[config.mk]
export PLATFORM = sky130hd
export DESIGN_NAME = multi_digit_scan_driver_flat
export DESIGN_NICKNAME = d
export VERILOG_FILES = /design/src/rtl/multi_digit_scan_driver_if.sv /design/src/rtl/multi_digit_scan_driver.sv /design/src/flat_wrapper.sv
export SDC_FILE = /design/constraint.sdc
export NUM_CORES = 1
export LEC_CHECK = 0
export CORE_MARGIN = 2
export CORE_UTILIZATION = 45
export DETAILED_ROUTE_END_ITERATION = 12
export MAX_ROUTING_LAYER = met4
export PLACE_DENSITY = 0.69
export SLEW_MARGIN = 10
export SYNTH_ARGS = -nofsm -noshare
export SYNTH_HDL_FRONTEND = slang
export SYNTH_SLANG_ARGS = --single-unit
[constraint.sdc]
create_clock -name CLK -period 4.8 [get_ports CLK]
set_clock_uncertainty 0.2 [all_clocks]
set_input_delay 0.72 -clock CLK [delete_from_list [all_inputs] [get_ports CLK]]
set_output_delay 0.72 -clock CLK [all_outputs]
set_load 0.01 [all_outputs]
[src/rtl/multi_digit_scan_driver_if.sv]
// Bundle between the datapath and the seven-segment scan driver.
// Datapath-side values in, board-pin drive out.
interface multi_digit_scan_driver_if #(
  parameter int N_DIGITS = 4
);
  // There is no valid/ready pair. The datapath holds its values level-stable.
  // The driver copies them into its snapshot on a frame boundary and flags
  // that copy with a one-cycle frame_start. It samples bright at every slot start.
  logic [4*N_DIGITS-1:0] digits;
  logic [N_DIGITS-1:0]   dec_pts;
  logic [N_DIGITS-1:0]   signs;
  logic [N_DIGITS-1:0]   blink;
  logic [3:0]            bright;
  logic                  lz_blank;
  logic [6:0]            segs;
  logic                  DP;
  logic [N_DIGITS-1:0]   anodes;
  logic                  frame_start;

  modport master (
    output digits, dec_pts, signs, blink, bright, lz_blank,
    input  segs, DP, anodes, frame_start
  );

  modport slave (
    input  digits, dec_pts, signs, blink, bright, lz_blank,
    output segs, DP, anodes, frame_start
  );
endinterface

[src/rtl/multi_digit_scan_driver.sv]
// Time-multiplexed N-digit common-anode seven-segment driver with frame snapshots,
// blink, 16-level brightness, leading-zero blanking and a dark guard cycle per slot.
module multi_digit_scan_driver #(
  parameter int N_DIGITS     = 4,
  parameter int SCAN_DIV     = 10000,
  parameter int BLINK_FRAMES = 256
) (
  input  logic                       CLK,
  input  logic                       RST_N,
  multi_digit_scan_driver_if.slave   bus
);
  localparam int SLOT_W = $clog2(SCAN_DIV);
  localparam int IDX_W  = $clog2(N_DIGITS);
  localparam int FC_W   = $clog2(BLINK_FRAMES + 1);

  logic [SLOT_W-1:0]     slot_cnt;
  logic [IDX_W-1:0]      idx;
  logic [FC_W-1:0]       frame_cnt;
  logic                  blink_phase;
  logic [3:0]            bright_q;
  logic [4*N_DIGITS-1:0] snap_digits;
  logic [N_DIGITS-1:0]   snap_dp;
  logic [N_DIGITS-1:0]   snap_signs;
  logic [N_DIGITS-1:0]   snap_blink;
  logic                  snap_lz;

  logic [6:0]            segs_q;
  logic                  dp_q;
  logic [N_DIGITS-1:0]   anodes_q;
  logic                  frame_start_q;

  logic                  slot_wrap;
  logic                  frame_wrap;
  logic [31:0]           on_cycles;
  logic [3:0]            cur_nib;
  logic                  lead_blank;
  logic                  dark;
  logic [6:0]            segs_nxt;
  logic                  dp_nxt;
  logic [N_DIGITS-1:0]   anodes_nxt;

  function automatic logic [6:0] hex_to_segs(input logic [3:0] nib);
    case (nib)
      4'h0: return 7'b1000000;
      4'h1: return 7'b1111001;
      4'h2: return 7'b0100100;
      4'h3: return 7'b0110000;
      4'h4: return 7'b0011001;
      4'h5: return 7'b0010010;
      4'h6: return 7'b0000010;
      4'h7: return 7'b1111000;
      4'h8: return 7'b0000000;
      4'h9: return 7'b0010000;
      4'hA: return 7'b0001000;
      4'hB: return 7'b0000011;
      4'hC: return 7'b1000110;
      4'hD: return 7'b0100001;
      4'hE: return 7'b0000110;
      default: return 7'b0001110;
    endcase
  endfunction

  assign slot_wrap  = (slot_cnt == SLOT_W'(SCAN_DIV - 1));
  assign frame_wrap = slot_wrap && (idx == IDX_W'(N_DIGITS - 1));
  assign on_cycles  = (32'(bright_q) + 32'd1) * 32'(SCAN_DIV / 16);

  always_comb begin
    cur_nib    = snap_digits[{idx, 2'b00} +: 4];
    lead_blank = snap_lz && (idx != '0);
    // A digit is leading only if it and everything to its left is fully empty.
    for (int j = 0; j < N_DIGITS; j++) begin
      if (j >= int'(idx)) begin
        if ((snap_digits[4*j +: 4] != 4'h0) || snap_signs[j] || snap_dp[j]) begin
          lead_blank = 1'b0;
        end
      end
    end
    dark = (slot_cnt == '0) || (32'(slot_cnt) >= on_cycles) ||
           (snap_blink[idx] && !blink_phase) || lead_blank;
    segs_nxt   = 7'h7F;
    dp_nxt     = 1'b1;
    anodes_nxt = '1;
    if (!dark) begin
      segs_nxt        = snap_signs[idx] ? 7'b0111111 : hex_to_segs(cur_nib);
      dp_nxt          = ~snap_dp[idx];
      anodes_nxt[idx] = 1'b0;
    end
  end

  always_ff @(posedge CLK or negedge RST_N) begin
    if (!RST_N) begin
      slot_cnt      <= '0;
      idx           <= '0;
      frame_cnt     <= '0;
      blink_phase   <= 1'b1;
      bright_q      <= 4'hF;
      snap_digits   <= '0;
      snap_dp       <= '0;
      snap_signs    <= '0;
      snap_blink    <= '0;
      snap_lz       <= 1'b0;
      segs_q        <= 7'h7F;
      dp_q          <= 1'b1;
      anodes_q      <= '1;
      frame_start_q <= 1'b0;
    end else begin
      segs_q        <= segs_nxt;
      dp_q          <= dp_nxt;
      anodes_q      <= anodes_nxt;
      frame_start_q <= frame_wrap;
      // The guard cycle is always dark, so sampling here never changes a lit slot.
      if (slot_cnt == '0) begin
        bright_q <= bus.bright;
      end
      if (slot_wrap) begin
        slot_cnt <= '0;
        idx      <= frame_wrap ? '0 : idx + 1'b1;
      end else begin
        slot_cnt <= slot_cnt + 1'b1;
      end
      if (frame_wrap) begin
        snap_digits <= bus.digits;
        snap_dp     <= bus.dec_pts;
        snap_signs  <= bus.signs;
        snap_blink  <= bus.blink;
        snap_lz     <= bus.lz_blank;
        if (frame_cnt == FC_W'(BLINK_FRAMES - 1)) begin
          frame_cnt   <= '0;
          blink_phase <= ~blink_phase;
        end else begin
          frame_cnt <= frame_cnt + 1'b1;
        end
      end
    end
  end

  assign bus.segs        = segs_q;
  assign bus.DP          = dp_q;
  assign bus.anodes      = anodes_q;
  assign bus.frame_start = frame_start_q;
endmodule

[src/flat_wrapper.sv]
// flat-port wrapper written by rule: the top's interface ports become plain ports
module multi_digit_scan_driver_flat 
#(
  parameter int N_DIGITS     = 4,
  parameter int SCAN_DIV     = 10000,
  parameter int BLINK_FRAMES = 256
)
  (CLK, RST_N, bus_digits, bus_dec_pts, bus_signs, bus_blink, bus_bright, bus_lz_blank, bus_segs, bus_DP, bus_anodes, bus_frame_start);
  multi_digit_scan_driver_if #(.N_DIGITS(N_DIGITS)) bus_i ();
  input  logic CLK;
  input  logic RST_N;
  input wire logic [$bits(bus_i.digits)-1:0] bus_digits;
  input wire logic [$bits(bus_i.dec_pts)-1:0] bus_dec_pts;
  input wire logic [$bits(bus_i.signs)-1:0] bus_signs;
  input wire logic [$bits(bus_i.blink)-1:0] bus_blink;
  input wire logic [$bits(bus_i.bright)-1:0] bus_bright;
  input wire logic [$bits(bus_i.lz_blank)-1:0] bus_lz_blank;
  output wire logic [$bits(bus_i.segs)-1:0] bus_segs;
  output wire logic [$bits(bus_i.DP)-1:0] bus_DP;
  output wire logic [$bits(bus_i.anodes)-1:0] bus_anodes;
  output wire logic [$bits(bus_i.frame_start)-1:0] bus_frame_start;
  assign bus_i.digits = bus_digits;
  assign bus_i.dec_pts = bus_dec_pts;
  assign bus_i.signs = bus_signs;
  assign bus_i.blink = bus_blink;
  assign bus_i.bright = bus_bright;
  assign bus_i.lz_blank = bus_lz_blank;
  assign bus_segs = bus_i.segs;
  assign bus_DP = bus_i.DP;
  assign bus_anodes = bus_i.anodes;
  assign bus_frame_start = bus_i.frame_start;
  multi_digit_scan_driver #(.N_DIGITS(N_DIGITS), .SCAN_DIV(SCAN_DIV), .BLINK_FRAMES(BLINK_FRAMES)) u_core (.CLK(CLK), .RST_N(RST_N), .bus(bus_i));
endmodule
==> results.txt, run 1 <==
The flow ran to the end, but the final reports show violations. The final reports fail on negative setup slack. The first-pass GRT wire length is 14600 um. In this run the register-to-register setup slack is -20 ps. The actual transition at the worst max-transition pin came out at 850 ps. The relative slew slack came out at 0.433. Clock-pin slew was measured on the worst setup and hold paths at 70 ps. The global placer's final weighted congestion is 0.848. The maximum buffer depth of the clock tree came out at 2. Ranked by instance count, the synthesized netlist is headed by sky130_fd_sc_hd__nand2_1, sky130_fd_sc_hd__dfrtp_1, sky130_fd_sc_hd__ha_1. The area of the core region is 0.00933 mm2. For this run, the detailed router's first-pass iteration total came to 4.

The largest total area in the synthesized netlist belongs to sky130_fd_sc_hd__dfrtp_1. The insertion delay to the later sink of the worst-skew pair is 340 ps. The achievable clock frequency is 0.207 GHz. STA classifies the critical path endpoint as a flip-flop. The ratio of final minimum period to clock period came out at 1.00. The synthesized cell area is 0.00438 mm2. By area the synthesized netlist is led by sky130_fd_sc_hd__dfrtp_1, sky130_fd_sc_hd__ha_1, sky130_fd_sc_hd__dfstp_2. The worst hold path begins at u_core.frame_cnt[7].

The critical path required time came out at 4860 ps. The DRC violation total after the first TritonRoute iteration came out at 152. During placement, the flow inserted port buffers numbering 47. STA classifies the critical path startpoint as a flip-flop.

The full die area is 0.0105 mm2. The total power after layout is 1380 uW. The hold path endpoint is u_core.frame_cnt[7]. The class of the worst hold path is flip-flop to flip-flop.

The number of design rule violations left after detail routing came out at 0. During I/O placement, the number of pins put on the boundary was 48. The start-to-end type of the worst setup path is flip-flop to flip-flop. The critical path buffer and inverter count is 3.

Relative to the synthesized area, the layout overhead comes to 23.8%. The top cell type's share of synthesized area came out at 0.315. Synthesis produced 448 cells. The endpoint identified for the worst register-to-register timing path is u_core.bus.segs[4]. The standby leakage power came out at 0.00247 uW. Setup violations remaining at the end of the flow were counted as 3. The biggest fanout along the worst timing path is 5. By instance count, the leading cell after synthesis is sky130_fd_sc_hd__nand2_1. Setup repair after global routing could not meet its margin everywhere. The final design instance area without fill came out at 0.00542 mm2. The number of endpoints with negative hold slack in the final report came to 0. The net count after synthesis came out at 539. The post-route core utilization came out at 0.581. The distinct cell type count of the synthesized netlist came out at 50.

The critical path goes through buf_4, ha_4, nand3_2, fa_1, ha_2, inv_2, fa_1, inv_2, ha_4, a21oi_2, a21boi_1, o31a_1, nor2_1, xor2_1, ha_1, a21o_1, a221o_1, and2_4, or3_1. Dividing the detail-routed via count by the number of cells gives 5.14. The net count of the finished layout is 606. The max-slew violation total from the final report came to 0. The final wirelength is 8600 um.

In this run, synthesis inferred 0 flip-flops with an integrated enable. The clock buffer count from CTS came out at 9. The number of antenna-violating nets in the routed design is 0. The die is 103 um wide. The H-tree level count came out at 3. In this run the core area contains 35 standard-cell rows. The remaining global-route overflow is 0. The most used flip-flop cell after synthesis is sky130_fd_sc_hd__dfrtp_1. The worst path in the final design needs a cycle of 4820 ps, including I/O delays and setup. Across all setup checks in the final design, the least slack found is -20.1 ps. The detailed-route wire length per cell came out at 13.3 um. The routed layout has 3334 vias. The worst reg-to-reg path cell count is 19.

The die span in y is 103 um. The arrival time reported for the critical path endpoint is 4880 ps. For this run, the total global-route usage over all layers was measured as 0.183. The layout cell share with drive strength beyond 1 is 0.200. The number of warnings printed during yosys synthesis came out at 0.

The number of global-route vias before repair came out at 3140. The number of clock sinks seen by CTS came out at 72. The maximum VDD drop came out at 0.163 mV. The cell chosen for the clock root is sky130_fd_sc_hd__clkbuf_8. The worst reg2reg path startpoint is u_core.bright_q[0]. The maximum single-stage delay on the critical path is 560 ps. The number of storage elements in the synthesis netlist is 72. Of the synthesized area, sequential elements account for 0.417. The post-synthesis async set-or-reset flop share came out at 1.00. For this design, the slowest cell found on the critical path is sky130_fd_sc_hd__dfstp_2.

The initial antenna violation count came to 0. The hold-critical path depth is 1. The tool flagged a number of max-cap violations equal to 0. TritonCTS built the clock tree. The HPWL reported at the end of detailed placement came out at 6380 um. The total placed instance area is 0.00509 mm2.

The effective utilization at floorplan is 0.469. The power density of the placed cells is 255 mW/mm2. The worst setup slack after placement is -70.8 ps. The total of hold buffers inserted after clock tree synthesis came out at 0. The mean instance size in the synthesized netlist came out at 9.77 um2.

The pin count of the biggest net entering global routing came out at 40. Grouping stages by cell kind, the critical path spends the most delay in adder cells. The number of antenna diodes in the final layout is 0.
## cells by family (layout without fill, tap and decap cells)
logic type,Yosys count,in the layout,share of synthesized area
simple gates,193,193,0.206
flops,72,72,0.417
fa+ha+maj,56,56,0.167
compound gates,52,52,0.0721
buf+inv,37,109,0.0375
xor+xnor,25,25,0.0500
mux,13,13,0.0512
## per-stage QoR
step	hold slack [ps]	std cells	setup TNS, ps
after floorplan	224	448	0
after global placement	259	625	0
after detailed placement	262	625	-205
after CTS	277	645	-14.4
after global routing	296	649	-1660
final	275	649	-27.6
## layout by cell type (no fill, tap or decap), types with 3 or more instances in the layout
cell type and instances:
sky130_fd_sc_hd__or3_1 4, sky130_fd_sc_hd__or2_2 5, sky130_fd_sc_hd__nand3_1 9, sky130_fd_sc_hd__dfrtp_1 55
sky130_fd_sc_hd__nand2b_1 4, sky130_fd_sc_hd__a21o_1 3, sky130_fd_sc_hd__ha_1 48, sky130_fd_sc_hd__xor2_1 11
sky130_fd_sc_hd__inv_1 19, sky130_fd_sc_hd__clkinv_2 3, sky130_fd_sc_hd__a211oi_1 3, sky130_fd_sc_hd__clkbuf_8 10
sky130_fd_sc_hd__nand2_4 3, sky130_fd_sc_hd__a21oi_1 13, sky130_fd_sc_hd__a21oi_2 4, sky130_fd_sc_hd__xnor2_1 12
sky130_fd_sc_hd__nand4_1 6, sky130_fd_sc_hd__nor2_1 16, sky130_fd_sc_hd__ha_4 3, sky130_fd_sc_hd__nor4_1 3
sky130_fd_sc_hd__o21ai_0 13, sky130_fd_sc_hd__mux4_2 7, sky130_fd_sc_hd__nor2b_1 7, sky130_fd_sc_hd__nor3_1 6
sky130_fd_sc_hd__nand3_2 3, sky130_fd_sc_hd__nand2_2 5, sky130_fd_sc_hd__nand2_1 105, sky130_fd_sc_hd__inv_2 4
sky130_fd_sc_hd__clkdlybuf4s50_1 46, sky130_fd_sc_hd__o21ai_1 3, sky130_fd_sc_hd__and3_1 6, sky130_fd_sc_hd__buf_4 20
sky130_fd_sc_hd__dfstp_2 17, sky130_fd_sc_hd__a31oi_1 3, sky130_fd_sc_hd__fa_1 4, sky130_fd_sc_hd__mux2_2 5
## where the power goes
| part | leakage [uW] | internal [uW] | switching [uW] | total [uW] |
|---|---|---|---|---|
| combinational | 0.00159 | 151 | 138 | 290 |
| sequential | 0.000781 | 610 | 1.88 | 612 |
| clock | 0.0000993 | 254 | 227 | 480 |
| total | 0.00247 | 1010 | 367 | 1380 |
## per-layer routing
layer / vias to the layer above / global-route usage / part of all wire / wire length, um
met5: - / - / 0 / 0
li1: 1650 / - / - / -
met4: 0 / 0.0492 / 0.013 / 116
met2: 83 / 0.269 / 0.45 / 3870
met3: 11 / 0.0427 / 0.046 / 396
met1: 1590 / 0.256 / 0.49 / 4220
## flip-flops by register name, summed over array words and instances, names as in the netlist
register	count
u_core.bus.frame_start	1
u_core.bus.DP	1
u_core.slot_cnt	14
u_core.bus.anodes	4
u_core.blink_phase	1
u_core.idx	2
u_core.bus.segs	7
u_core.snap_digits	16
u_core.snap_blink	4
u_core.bright_q	4
u_core.snap_signs	4
u_core.snap_lz	1
u_core.frame_cnt	9
u_core.snap_dp	4
## cell type report
cell class              instances  area, um2
fillers                       795       3910
well taps                     129        161
clock inverters                 5       56.3
repair buffers                 68        627
inverters                      25       97.6
clock buffers                  11        141
flip-flops and latches         72       1820
multi-input cells             339       2510
## worst register-to-register path, delay by kind of cell, from the launching register on
family,cells,cell delay [ps]
compound gates,5,1060
xor+xnor,1,170
fa+ha+maj,6,1830
buf+inv,3,200
flops,1,560
simple gates,4,740
## worst max-delay path by stage
stage,cells after the start,slack [ps],start,end
floorplan,21,4,u_core.bright_q[0],u_core.bus.segs[1]
global placement,20,40,u_core.bright_q[1],u_core.bus.segs[4]
detailed placement,20,-70,u_core.bright_q[1],u_core.bus.segs[1]
CTS,21,-8,u_core.bright_q[0],u_core.bus.segs[1]
global route,20,-200,u_core.bright_q[0],u_core.bus.segs[4]
finish,19,-20,u_core.bright_q[0],u_core.bus.segs[4]
## repair_timing
item | in CTS | in global routing
buffers inserted | 4 | 4
gates resized for setup | 6 | 18
pin swaps | 11 | 15
endpoints found under the setup margin | 3 | 12
Note: power is estimated with default switching activity, not from simulation.
==> run 2, diff against run 1 <==
Clock period 4.8 ns to 4.3 ns, I/O delays scaled along.
==> results.txt, run 2 (synthesis results as in run 1) <==
The number of antenna-violating nets in the routed design came out at 0 (unchanged). Status: complete, but fails checks (unchanged). The final wirelength was 9110 um (was 8600 um). The number of clock sinks seen by CTS was 72 (unchanged).

The clock input transition at the sequential cells of the worst setup and hold paths came out at 80 ps (was 70 ps). The post-layout minimum cycle time is 4760 ps (was 4820 ps). The number of placed I/O pins is 48 (unchanged). The detailed-route wire length per cell is 13.8 um (was 13.3 um).

The standby leakage power came out at 0.00250 uW (was 0.00247 uW). The H-tree level count was 3 (unchanged). The via count came out at 3382 (was 3334). The total placed instance area came out at 0.00523 mm2 (was 0.00509 mm2).

The final design instance area without fill was 0.00550 mm2 (was 0.00542 mm2). The biggest fanout along the worst timing path came out at 4 (was 5). The total global routing track utilization is 0.194 (was 0.183).

The achievable clock frequency was 0.210 GHz (was 0.207 GHz). The number of detailed-routing iterations run before antenna repair is 4 (unchanged). The number of global-route vias before repair came out at 3451 (was 3140). The critical path required time came out at 4370 ps (was 4860 ps). The DRC violation total after the first TritonRoute iteration is 139 (was 152). The synthesis-to-finish area growth is 25.6% (was 23.8%). The type of origin of the critical path was a flip-flop (unchanged).

The arrival time reported for the critical path endpoint came out at 4830 ps (was 4880 ps). The power density of the placed cells came to 280 mW/mm2 (was 255 mW/mm2). The area of the core region came out at 0.00933 mm2 (unchanged). The total of hold buffers inserted after clock tree synthesis is 0 (unchanged). The layout cell share with drive strength beyond 1 is 0.210 (was 0.200). The worst reg-to-reg path cell count came out at 21 (was 19). The actual transition at the worst max-transition pin was 744 ps (was 850 ps). The most common cell after layout, fill and taps aside was sky130_fd_sc_hd__nand2_1 (unchanged). The initial antenna violation count came out at 0 (unchanged). The post-route core utilization is 0.589 (was 0.581). The flip-flop count of the largest register, all copies and words added was 16 (unchanged).

The die span in y came out at 103 um (unchanged). The pin count of the biggest net entering global routing came out at 38 (was 40). The HPWL reported at the end of detailed placement is 7010 um (was 6380 um). The full die area came out at 0.0105 mm2 (unchanged). The placement row count came out at 35 (unchanged). The max-cap check violation count is 0 (unchanged). The final worst setup slack came out at -462 ps (was -20.1 ps).

The number of design rule violations left after detail routing came out at 0 (unchanged). The class of the worst hold path was input pin to async pin (was flip-flop to flip-flop). The first-pass GRT wire length is 15600 um (was 14600 um).

The number of setup violations in the final report came out at 12 (was 3). The remaining global-route overflow came out at 0 (unchanged). The port buffer count came out at 47 (unchanged). The final net count came to 619 (was 606).

Violated checks: negative setup slack (unchanged). The insertion delay to the later sink of the worst-skew pair was 350 ps (was 340 ps). The global placer's final weighted congestion is 0.842 (was 0.848). The clock buffer count from CTS was 9 (unchanged). Most frequent cells in the layout: sky130_fd_sc_hd__nand2_1, sky130_fd_sc_hd__dfrtp_1, sky130_fd_sc_hd__ha_1 (unchanged). The cell chosen for the clock root is sky130_fd_sc_hd__clkbuf_8 (unchanged). The CTS tree is yes (unchanged).

The number of vias per cell after detailed routing came out at 5.11 (was 5.14). The count of inserted antenna diode cells is 0 (unchanged). The effective utilization at floorplan came to 0.469 (unchanged). The start-to-end type of the worst setup path is flip-flop to flip-flop (unchanged). The ratio of final minimum period to clock period came out at 1.11 (was 1.00).

The horizontal die dimension is 103 um (unchanged). The max-slew violation total from the final report is 0 (unchanged). The maximum buffer depth of the clock tree came out at 2 (unchanged). The relative slew slack came out at 0.500 (was 0.433). The maximum VDD drop came out at 0.200 mV (was 0.163 mV). The number of endpoints with negative hold slack in the final report came to 0 (unchanged). The register ranked first by flip-flop count is u_core.snap_digits (unchanged). Unrepaired setup endpoints after global routing: yes (unchanged).

Biggest regs: u_core.snap_digits x16, u_core.slot_cnt x14, u_core.frame_cnt x9 (unchanged). The critical path capture point type is a flip-flop (unchanged).
## run 2: cell count changes in the layout (fill, tap and decap cells not counted), sizes merged
cell	change
clkinvlp	+1
clkbuf	+1
buf	+13
clkinv	-1
bufinv	-1
## run 2: repair_timing
item | CTS | global route
setup buffers | 2 | 1
gates cloned | 0 | 0
gates resized for setup | 12 | 3
setup endpoints to repair | 12 | 12
pin swaps | 9 | 0
## run 2: routing by layer
metal  vias up  part of all wire  global-route usage  wire, um
met5         -                 0                   -         0
met4         0             0.015              0.0800       141
met3        10             0.036              0.0298       331
met2        82              0.46               0.297      4210
met1      1609              0.49               0.261      4420
li1       1681                 -                   -         -
## run 2: path summary, 6_finish.rpt
| kind | start | end | slack [ps] |
|---|---|---|---|
| setup / recovery | u_core.bright_q[0] | u_core.bus.segs[4] | -460 |
| hold / removal | RST_N | u_core.snap_digits[4] | 120 |
| setup reg to reg | u_core.bright_q[0] | u_core.bus.segs[4] | -460 |
| hold reg to reg | u_core.frame_cnt[7] | u_core.frame_cnt[7] | 280 |
| max in group asynchronous | RST_N | u_core.bright_q[1] | 2920 |
| min in group CLK | u_core.frame_cnt[7] | u_core.frame_cnt[7] | 280 |
## run 2: worst max-delay path: stages, from the launching register on
cell                      delay (ps)
sky130_fd_sc_hd__dfstp_2         590
sky130_fd_sc_hd__nand3_2         100
sky130_fd_sc_hd__xnor2_2         180
sky130_fd_sc_hd__inv_2            60
sky130_fd_sc_hd__fa_1            510
sky130_fd_sc_hd__ha_1            140
sky130_fd_sc_hd__inv_1            50
sky130_fd_sc_hd__fa_1            490
sky130_fd_sc_hd__inv_2            50
sky130_fd_sc_hd__ha_4            290
sky130_fd_sc_hd__inv_2            60
sky130_fd_sc_hd__a21oi_4         130
sky130_fd_sc_hd__o21ai_2          70
sky130_fd_sc_hd__nor2b_2         150
sky130_fd_sc_hd__xor2_1          140
sky130_fd_sc_hd__ha_1            280
sky130_fd_sc_hd__a21oi_1         120
sky130_fd_sc_hd__o21ai_1          70
sky130_fd_sc_hd__a21o_1          170
sky130_fd_sc_hd__a221o_1         340
sky130_fd_sc_hd__and2_4          150
sky130_fd_sc_hd__or3_1           360
## run 2: final cells by class
class | instances | area (um2)
Inverter | 25 | 95.1
Timing Repair Buffer | 81 | 724
Sequential cell | 72 | 1820
Tap cell | 129 | 161
Multi-Input combinational cell | 339 | 2510
Clock buffer | 12 | 155
Fill cell | 838 | 3830
Clock inverter | 4 | 28.8
## run 2: power breakdown
| part | internal (uW) | switching (uW) | leakage (uW) |
|---|---|---|---|
| registers | 681 | 2.64 | 0.000781 |
| clock network | 241 | 253 | 0.0000886 |
| logic | 197 | 167 | 0.00163 |
| total | 1120 | 422 | 0.00250 |
## run 2: metrics by stage
step                std cells  hold WS [ps]  power [uW]  TNS [ps]  setup WS (ps)
global placement          643           259        1020     -3940           -400
finish                    662           119        1540     -4630           -462
CTS                       661           119        1540     -4610           -465
global route              662           144        1630     -7000           -658
detailed placement        643           266        1030     -5180           -533
floorplan                 448           149         884     -3930           -439
==> run 3, diff against run 2 <==
Settings changed: ABC_CLOCK_PERIOD_IN_PS set to 4300, CAP_MARGIN set to 25.
==> results of run 3 <==
No change in the layout: final DEF, timing and power equal those of run 2.
